$ cat config.mk
export PLATFORM = sky130hd
export DESIGN_NAME = rf_port_arbiter
export DESIGN_NICKNAME = d
export VERILOG_FILES = /design/src/rtl/rf_port_arbiter.sv
export SDC_FILE = /design/constraint.sdc
export NUM_CORES = 1
export LEC_CHECK = 0
export CAP_MARGIN = 40
export CORE_ASPECT_RATIO = 1.2
export CORE_MARGIN = 10
export CORE_UTILIZATION = 40
export CTS_CLUSTER_DIAMETER = 60
export CTS_CLUSTER_SIZE = 10
export DETAILED_ROUTE_END_ITERATION = 6
export PLACE_DENSITY = 0.88
export SYNTH_ARGS = -nofsm -noshare
export SYNTH_HDL_FRONTEND = slang
export SYNTH_SLANG_ARGS = --single-unit
$ cat constraint.sdc
create_clock -name clk -period 3.3 [get_ports clk]
set_input_delay 0.495 -clock clk [delete_from_list [all_inputs] [get_ports clk]]
set_output_delay 0.495 -clock clk [all_outputs]
set_load 0.05 [all_outputs]
$ cat src/rtl/rf_port_arbiter.sv
// rtl/rf_port_arbiter.sv - register-file port arbiter with reset-time clear and debug access
module rf_port_arbiter #(
    parameter bit INIT_CLEAR   = 1'b1,
    parameter int STARVE_LIMIT = 16
) (
    input  logic        clk,
    input  logic        reset,
    input  logic        io_cpu_we,
    input  logic [4:0]  io_cpu_wtaddr,
    input  logic [31:0] io_cpu_wtdata,
    input  logic        io_cpu_rdb_use,
    input  logic [4:0]  io_cpu_addrb,
    output logic        io_cpu_stall,
    output logic        io_busy,
    input  logic        io_dbg_req,
    input  logic        io_dbg_wr,
    input  logic [4:0]  io_dbg_addr,
    input  logic [31:0] io_dbg_wdata,
    output logic        io_dbg_ack,
    output logic [31:0] io_dbg_rdata,
    output logic [4:0]  io_rf_addrb,
    input  logic [31:0] io_rf_doutb,
    output logic [4:0]  io_rf_wtaddr,
    output logic [31:0] io_rf_wtdata,
    output logic        io_rf_we
);

    typedef enum logic [1:0] {S_INIT, S_RUN, S_ACK} state_t;

    localparam state_t     RESET_STATE = INIT_CLEAR ? S_INIT : S_RUN;
    localparam logic [7:0] LIMIT       = 8'(STARVE_LIMIT);

    state_t      state, state_next;
    logic [4:0]  ptr, ptr_next;
    logic [7:0]  starve, starve_next;
    logic        grant;
    logic        conflict;
    logic        rf_we_c;

    // A debug write contends for the write port, a debug read for read port B.
    assign conflict = io_dbg_wr ? io_cpu_we : io_cpu_rdb_use;

    always_comb begin
        state_next   = state;
        ptr_next     = ptr;
        starve_next  = io_dbg_req ? starve : 8'd0;
        grant        = 1'b0;
        io_busy      = 1'b0;
        io_cpu_stall = 1'b0;
        rf_we_c      = io_cpu_we;
        io_rf_wtaddr = io_cpu_wtaddr;
        io_rf_wtdata = io_cpu_wtdata;
        io_rf_addrb  = io_cpu_addrb;
        case (state)
            S_INIT: begin
                io_busy      = 1'b1;
                io_cpu_stall = 1'b1;
                rf_we_c      = 1'b1;
                io_rf_wtaddr = ptr;
                io_rf_wtdata = 32'd0;
                if (ptr == 5'd31) begin
                    state_next = S_RUN;
                end else begin
                    ptr_next = ptr + 5'd1;
                end
            end
            S_RUN: begin
                if (io_dbg_req) begin
                    if (!conflict || starve == LIMIT) begin
                        grant        = 1'b1;
                        state_next   = S_ACK;
                        starve_next  = 8'd0;
                        // Only a forced grant has a conflict; the CPU retries its cycle.
                        io_cpu_stall = conflict;
                        if (io_dbg_wr) begin
                            rf_we_c      = 1'b1;
                            io_rf_wtaddr = io_dbg_addr;
                            io_rf_wtdata = io_dbg_wdata;
                        end else begin
                            io_rf_addrb = io_dbg_addr;
                        end
                    end else if (starve != 8'hFF) begin
                        starve_next = starve + 8'd1;
                    end
                end
            end
            S_ACK: begin
                state_next = S_RUN;
            end
            default: begin
                state_next = RESET_STATE;
            end
        endcase
    end

    assign io_rf_we = rf_we_c & ~reset;

    always_ff @(posedge clk or posedge reset) begin
        if (reset) begin
            state        <= RESET_STATE;
            ptr          <= 5'd1;
            starve       <= 8'd0;
            io_dbg_ack   <= 1'b0;
            io_dbg_rdata <= 32'd0;
        end else begin
            state      <= state_next;
            ptr        <= ptr_next;
            starve     <= starve_next;
            io_dbg_ack <= grant;
            if (grant && !io_dbg_wr) begin
                io_dbg_rdata <= (io_dbg_addr == 5'd0) ? 32'd0 : io_rf_doutb;
            end
        end
    end

endmodule
==> results.ini, run 1 <==
[placement]
dp_slack_ns = 0.184
portBuffers = 194
gp_congestion = 0.898
place_hpwl_mm = 10.1

[timing]
relSlewSlack = 0.534
finClkSkew_ns = 0.00634
slew_violations = 0
min_period_ns = 3.15
rsz0062_at_grt = false
tns_ns = 0
holdWs_ns = 0.523
tightest_slew_ns = 0.694
worst_slack_ns = 0.152
finalSetupViolCount = 0
max_freq_mhz = 318
timing.final.crit_share = 0.954
timing.final.hold_violations = 0

[global_route]
grt_max_degree = 39
grt_pass1_wl_mm = 18.8
grt-ovfl-total = 0
grt_usage = 0.205
antenna_found_initial = 0
first_global_vias = 3476

[clocking]
clockRootBuffer = clkbuf_8
clk_pin_slew_ns = 0.09
cts_resized = 0
cts_sinks = 48
clk_path_buf_depth = 2
clk_latency_ns = 0.29
cts_hold_buf = 0
post_cts_buffers = 0
htreeDepth = 2
cts_tree = yes
cts_made_buffers = 5

[worst_hold_path]
hold_path_depth = 2
hold_end = io_dbg_rdata[1]
hold_class = flip-flop to flip-flop
min-delay-start = io_dbg_rdata[1]

[final_layout]
syn_to_final_growth_pct = 67.4
drive_above_1_share = 0.154
nFillCells = 548
nNetsFinal = 622
n_antenna_cell = 0

[yosys]
synth_ff_type = dfrtp_1
synth_edf_count = 0
yosysUniqueCellTypes = 44
synthTopCellsByCount = dfrtp_1 (47), nand2_1 (46), inv_1 (37)
syn_inst = 313
synth-seq-area-share = 0.402
synth_most_common_cell = dfrtp_1
yosys.area.top_type = dfrtp_1
synthesis.nets = 434
syn_area_per_cell_um2 = 9.55
ys_async_sr_fraction = 1.00
synth_area_leaders = dfrtp_1 (39%), mux2i_1 (11%), a32o_1 (11%)
ys_warn_count = 0
syn-cell-area_um2 = 2990
ys_seq_elements = 48
synth_top_area_frac = 0.393

[route]
drc = 0
drtIter0Drc = 237
dr.pass1.iters = 5
route.vias.total = 3243
via_per_inst = 5.49
wire_per_inst_um = 20.7
routed_wl_mm = 12.2
ant_nets = 0

[worst_setup_path]
crit_chain = inv_1, ha_1, nor3b_2, buf_4, nand2_1, a211o_2, mux2_4, buf_4
start_kind = flip-flop
crit_required_ns = 2.80
path_class = flip-flop to primary output
reg2reg_slack_ns = 0.91
slowest_stage = a211o_2
reg2reg_depth = 8
critPathTopFamily = compound AO/OA/AOI/OAI gates
r2r-start = starve[0]
critPathMaxStageDelay_ns = 0.61
crit_fanout = 22
crit_path_end_kind = primary output
path_common_cell = buf_4
arrival_ns = 2.65
r2r_end = io_dbg_rdata[14]
crit_buf_inv = 3

[power_and_ir_drop]
peakVddDrop_mv = 0.489
power_mw = 4.02
power.density_nw_per_um2 = 803
p_leak_nw = 2.48

[floorplanning]
die_x_um = 98.9
die_area_um2 = 11300
start_util = 0.411
fp.dieH_um = 115
std_cell_rows = 34
io_pins = 195
coreArea_um2 = 7270

[job]
maxCapViolCount = 0

[outcome]
outcome = complete, no violations

kinds of logic (layout without fill, tap and decap cells):
family / count (synthesis) / count (layout) / share of synthesized area
AOI/OAI and AO/OA: 64 / 64 / 0.178
muxes: 40 / 40 / 0.143
buffers and inverters: 58 / 246 / 0.0946
xor gates and xnor gates: 3 / 3 / 0.00879
DFF: 48 / 48 / 0.402
and+or+nand+nor: 96 / 96 / 0.157
adders and majority gates: 4 / 4 / 0.0167
worst reg2reg max path: cells and delay by family (launching register included):
kind,cells,cell delay [ns]
fa+ha+maj,1,0.18
flops,1,0.46
buf+inv,3,0.65
simple gates,2,0.23
compound gates,1,0.56
mux,1,0.24
cell usage in the layout (no fill, tap or decap), types with 11 or more instances in the layout:
master           count
dfrtp_1             47
nand2_1             46
inv_1               36
nand3_1             12
nor2_1              12
mux2i_1             33
a32o_1              32
clkdlybuf4s50_1    150
o21ai_0             11
buf_4               48
report_power, final:
part / total (mW) / internal [mW] / switching, mW
clock: 0.375 / 0.187 / 0.188
sequential: 0.977 / 0.824 / 0.153
combinational: 2.66 / 0.921 / 1.74
total: 4.02 / 1.93 / 2.08
layer usage:
layer  wire length [um]  up-vias  global-route usage
met1               4230     1563               0.216
met2               6190      182               0.357
met5                  0        -                   0
li1                   -     1486                   -
met3               1620       12              0.0966
met4                189        0              0.0574
through the flow:
| stage | std cells | utilization | area [um2] |
|---|---|---|---|
| 3_5_place_dp | 584 | 0.674 | 4910 |
| 2_1_floorplan | 313 | - | 2990 |
| 4_1_cts | 591 | 0.688 | 5000 |
| 3_3_place_gp | 581 | 0.666 | 4840 |
| 6_report | 591 | 0.688 | 5000 |
| 5_1_grt | 591 | 0.688 | 5000 |
worst max path at each step:
stage | start | endpoint | cells past startpoint
2_1_floorplan | starve[0] | io_rf_wtaddr[1] | 6
3_3_place_gp | io_dbg_req | io_rf_addrb[4] | 6
3_5_place_dp | io_dbg_req | io_rf_addrb[0] | 6
4_1_cts | starve[0] | io_rf_addrb[0] | 8
5_1_grt | starve[0] | io_rf_addrb[0] | 8
6_report | starve[0] | io_rf_addrb[4] | 8
state kept, by name, summed over array words and instances (netlist names):
register	flops
ptr	5
io_dbg_rdata	32
io_dbg_ack	1
state	2
starve	8
area by class of cell:
cell class,instances,area (um2),area share
Multi-Input combinational cell,207,1510,0.301
Clock buffer,7,96.3,0.0193
Sequential cell,48,1200,0.240
Timing Repair Buffer,202,1940,0.389
Inverter,37,139,0.0278
Tap cell,90,113,0.0225
Power figures use the tool's default switching activity.
==> run 2: changes to the inputs <==
--- a/config.mk
+++ b/config.mk
@@ -5,7 +5,7 @@
 export SDC_FILE = /design/constraint.sdc
 export NUM_CORES = 1
 export LEC_CHECK = 0
-export CAP_MARGIN = 40
+export CAP_MARGIN = 30
 export CORE_ASPECT_RATIO = 1.2
 export CORE_MARGIN = 10
 export CORE_UTILIZATION = 40
==> run 2 against run 1 <==
Hold slack improved by 0.00080 ns. Sequential power about the same. Cell area increased by 0.63%. Global-route usage decreased by 0.23 points. Fmax rose by 2.4%. Largest power group unchanged. Clock skew rose by 0.0048 ns. Utilization is 0.43 points higher. Cell count is 0.17% higher. Critical path type unchanged. Non-clock buffer count unchanged.
==> results.ini, run 2 (synthesis gave the netlist of run 1 again) <==
[route]
drc = 0
route.vias.total = 3198
wire_per_inst_um = 20.3
routed_wl_mm = 12.0
drtIter0Drc = 180
via_per_inst = 5.40
dr.pass1.iters = 4
ant_nets = 0

[global_route]
top_usage_layer = met2
use_met2 = 0.353
antenna_found_initial = 0
grt_max_degree = 39
grt-ovfl-total = 0
first_global_vias = 3470
grt_pass1_wl_mm = 18.5
use_met1 = 0.209
met3_usage = 0.0972
grt_usage = 0.203

[floorplanning]
die_x_um = 98.9
start_util = 0.411
std_cell_rows = 34
io_pins = 195
die_area_um2 = 11300
coreArea_um2 = 7270
fp.dieH_um = 115

[final_layout]
regMostFlops = io_dbg_rdata
instances_no_fill = 592
layout_commonest_cell = clkdlybuf4s50_1
n_antenna_cell = 0
nNetsFinal = 622
multi_input_area_um2 = 1520
seqCellArea_um2 = 1200
nFillCells = 529
reg_top3 = io_dbg_rdata (32), starve (8), ptr (5)
layout_common_cells = clkdlybuf4s50_1 (150), buf_4 (48), dfrtp_1 (47)
largest_reg_flops = 32
drive_above_1_share = 0.153
syn_to_final_growth_pct = 68.4

[clocking]
clk_pin_slew_ns = 0.08
clockRootBuffer = clkbuf_8
clk_path_buf_depth = 2
cts_made_buffers = 5
cts_sinks = 48
clk_latency_ns = 0.30
cts_tree = yes
htreeDepth = 2
post_cts_buffers = 0
cts_hold_buf = 0

[worst_setup_path]
crit_path_end_kind = primary output
crit_chain = inv_1, ha_1, nor3b_2, buf_4, nand2_1, a211o_4, mux2_4, buf_4
arrival_ns = 2.58
slowest_stage = a211o_4
start_kind = flip-flop
crit_required_ns = 2.80
crit_fanout = 22
r2r-start = starve[0]
path_common_cell = buf_4
worstSetupStartpoint = starve[0]
path_class = flip-flop to primary output
reg2reg_slack_ns = 1.02
critPathMaxStageDelay_ns = 0.52

[power_and_ir_drop]
peakVddDrop_mv = 0.565
power.density_nw_per_um2 = 807
p_leak_nw = 2.50

[worst_hold_path]
hold_class = flip-flop to flip-flop
min-delay-start = io_dbg_rdata[18]

[timing]
timing.final.hold_violations = 0
finalSetupViolCount = 0
finClkSkew_ns = 0.0111
max_freq_mhz = 325
rsz0062_at_grt = false
timing.final.crit_share = 0.932
tightest_slew_ns = 0.640
slew_violations = 0
tns_ns = 0
min_period_ns = 3.07
relSlewSlack = 0.570

[placement]
place_hpwl_mm = 10.1
gp_congestion = 0.898
post-place-cells = 584
portBuffers = 194

[job]
maxCapViolCount = 0

[outcome]
outcome = complete, no violations

[run 2: changes by cell type in the layout (fill, tap and decap cells not counted), sizes merged]
cell	previous run	this run
bufinv	0	1
clkbuf	7	6
clkinv	0	1
[run 2: worst max-delay path: cells and delay by family (launching register included)]
family / cells / cell delay (ns)
buffers and inverters: 3 / 0.47
adder cells (fa/ha/maj): 1 / 0.13
AND/OR/NAND/NOR: 2 / 0.32
multiplexers: 1 / 0.38
flip-flops: 1 / 0.46
AO/OA/AOI/OAI: 1 / 0.52
[run 2: per-stage QoR]
stage | power [mW] | utilization | setup WS, ns | area [um2] | hold WS [ns]
after floorplan | 2.68 | - | 0.483 | 2990 | 0.459
after global placement | 3.60 | 0.666 | 0.192 | 4840 | 0.498
after detailed placement | 3.67 | 0.676 | 0.183 | 4920 | 0.510
after CTS | 4.10 | 0.691 | 0.0930 | 5030 | 0.528
after global routing | 4.25 | 0.692 | 0.0647 | 5030 | 0.542
final | 4.06 | 0.692 | 0.225 | 5030 | 0.524
[run 2: where the power goes]
group          internal, mW  leakage (nW)  switching [mW]
clock                 0.225        0.0552           0.197
sequential            0.823         0.559           0.154
combinational         0.921          1.88            1.74
total                  1.97          2.50            2.09
[run 2: area by class of cell]
type | count | share of cell area
Timing Repair Buffer | 202 | 0.389
Multi-Input combinational cell | 207 | 0.301
Sequential cell | 48 | 0.239
Inverter | 37 | 0.0276
Tap cell | 90 | 0.0224
Clock buffer | 6 | 0.0144
Clock inverter | 2 | 0.00696
[run 2: metal layers]
layer | share of wire | routed length [um]
met3 | 0.12 | 1500
met5 | 0 | 0
met2 | 0.50 | 6040
met1 | 0.35 | 4220
met4 | 0.023 | 276
[run 2: worst paths after layout]
path / to / depth (start not counted)
max in group asynchronous: ptr[0] / 3
min in group asynchronous: starve[7] / 2
min reg2reg: io_dbg_rdata[18] / 2
min: io_dbg_rdata[18] / 2
max reg2reg: io_dbg_rdata[14] / 8
max: io_rf_addrb[0] / 8
[run 2: timing repair]
| action | 4_1_cts | 5_1_grt |
|---|---|---|
| hold endpoints to repair | 0 | 0 |
| gates resized for setup | 0 | 1 |
| endpoints found under the setup margin | 0 | 5 |
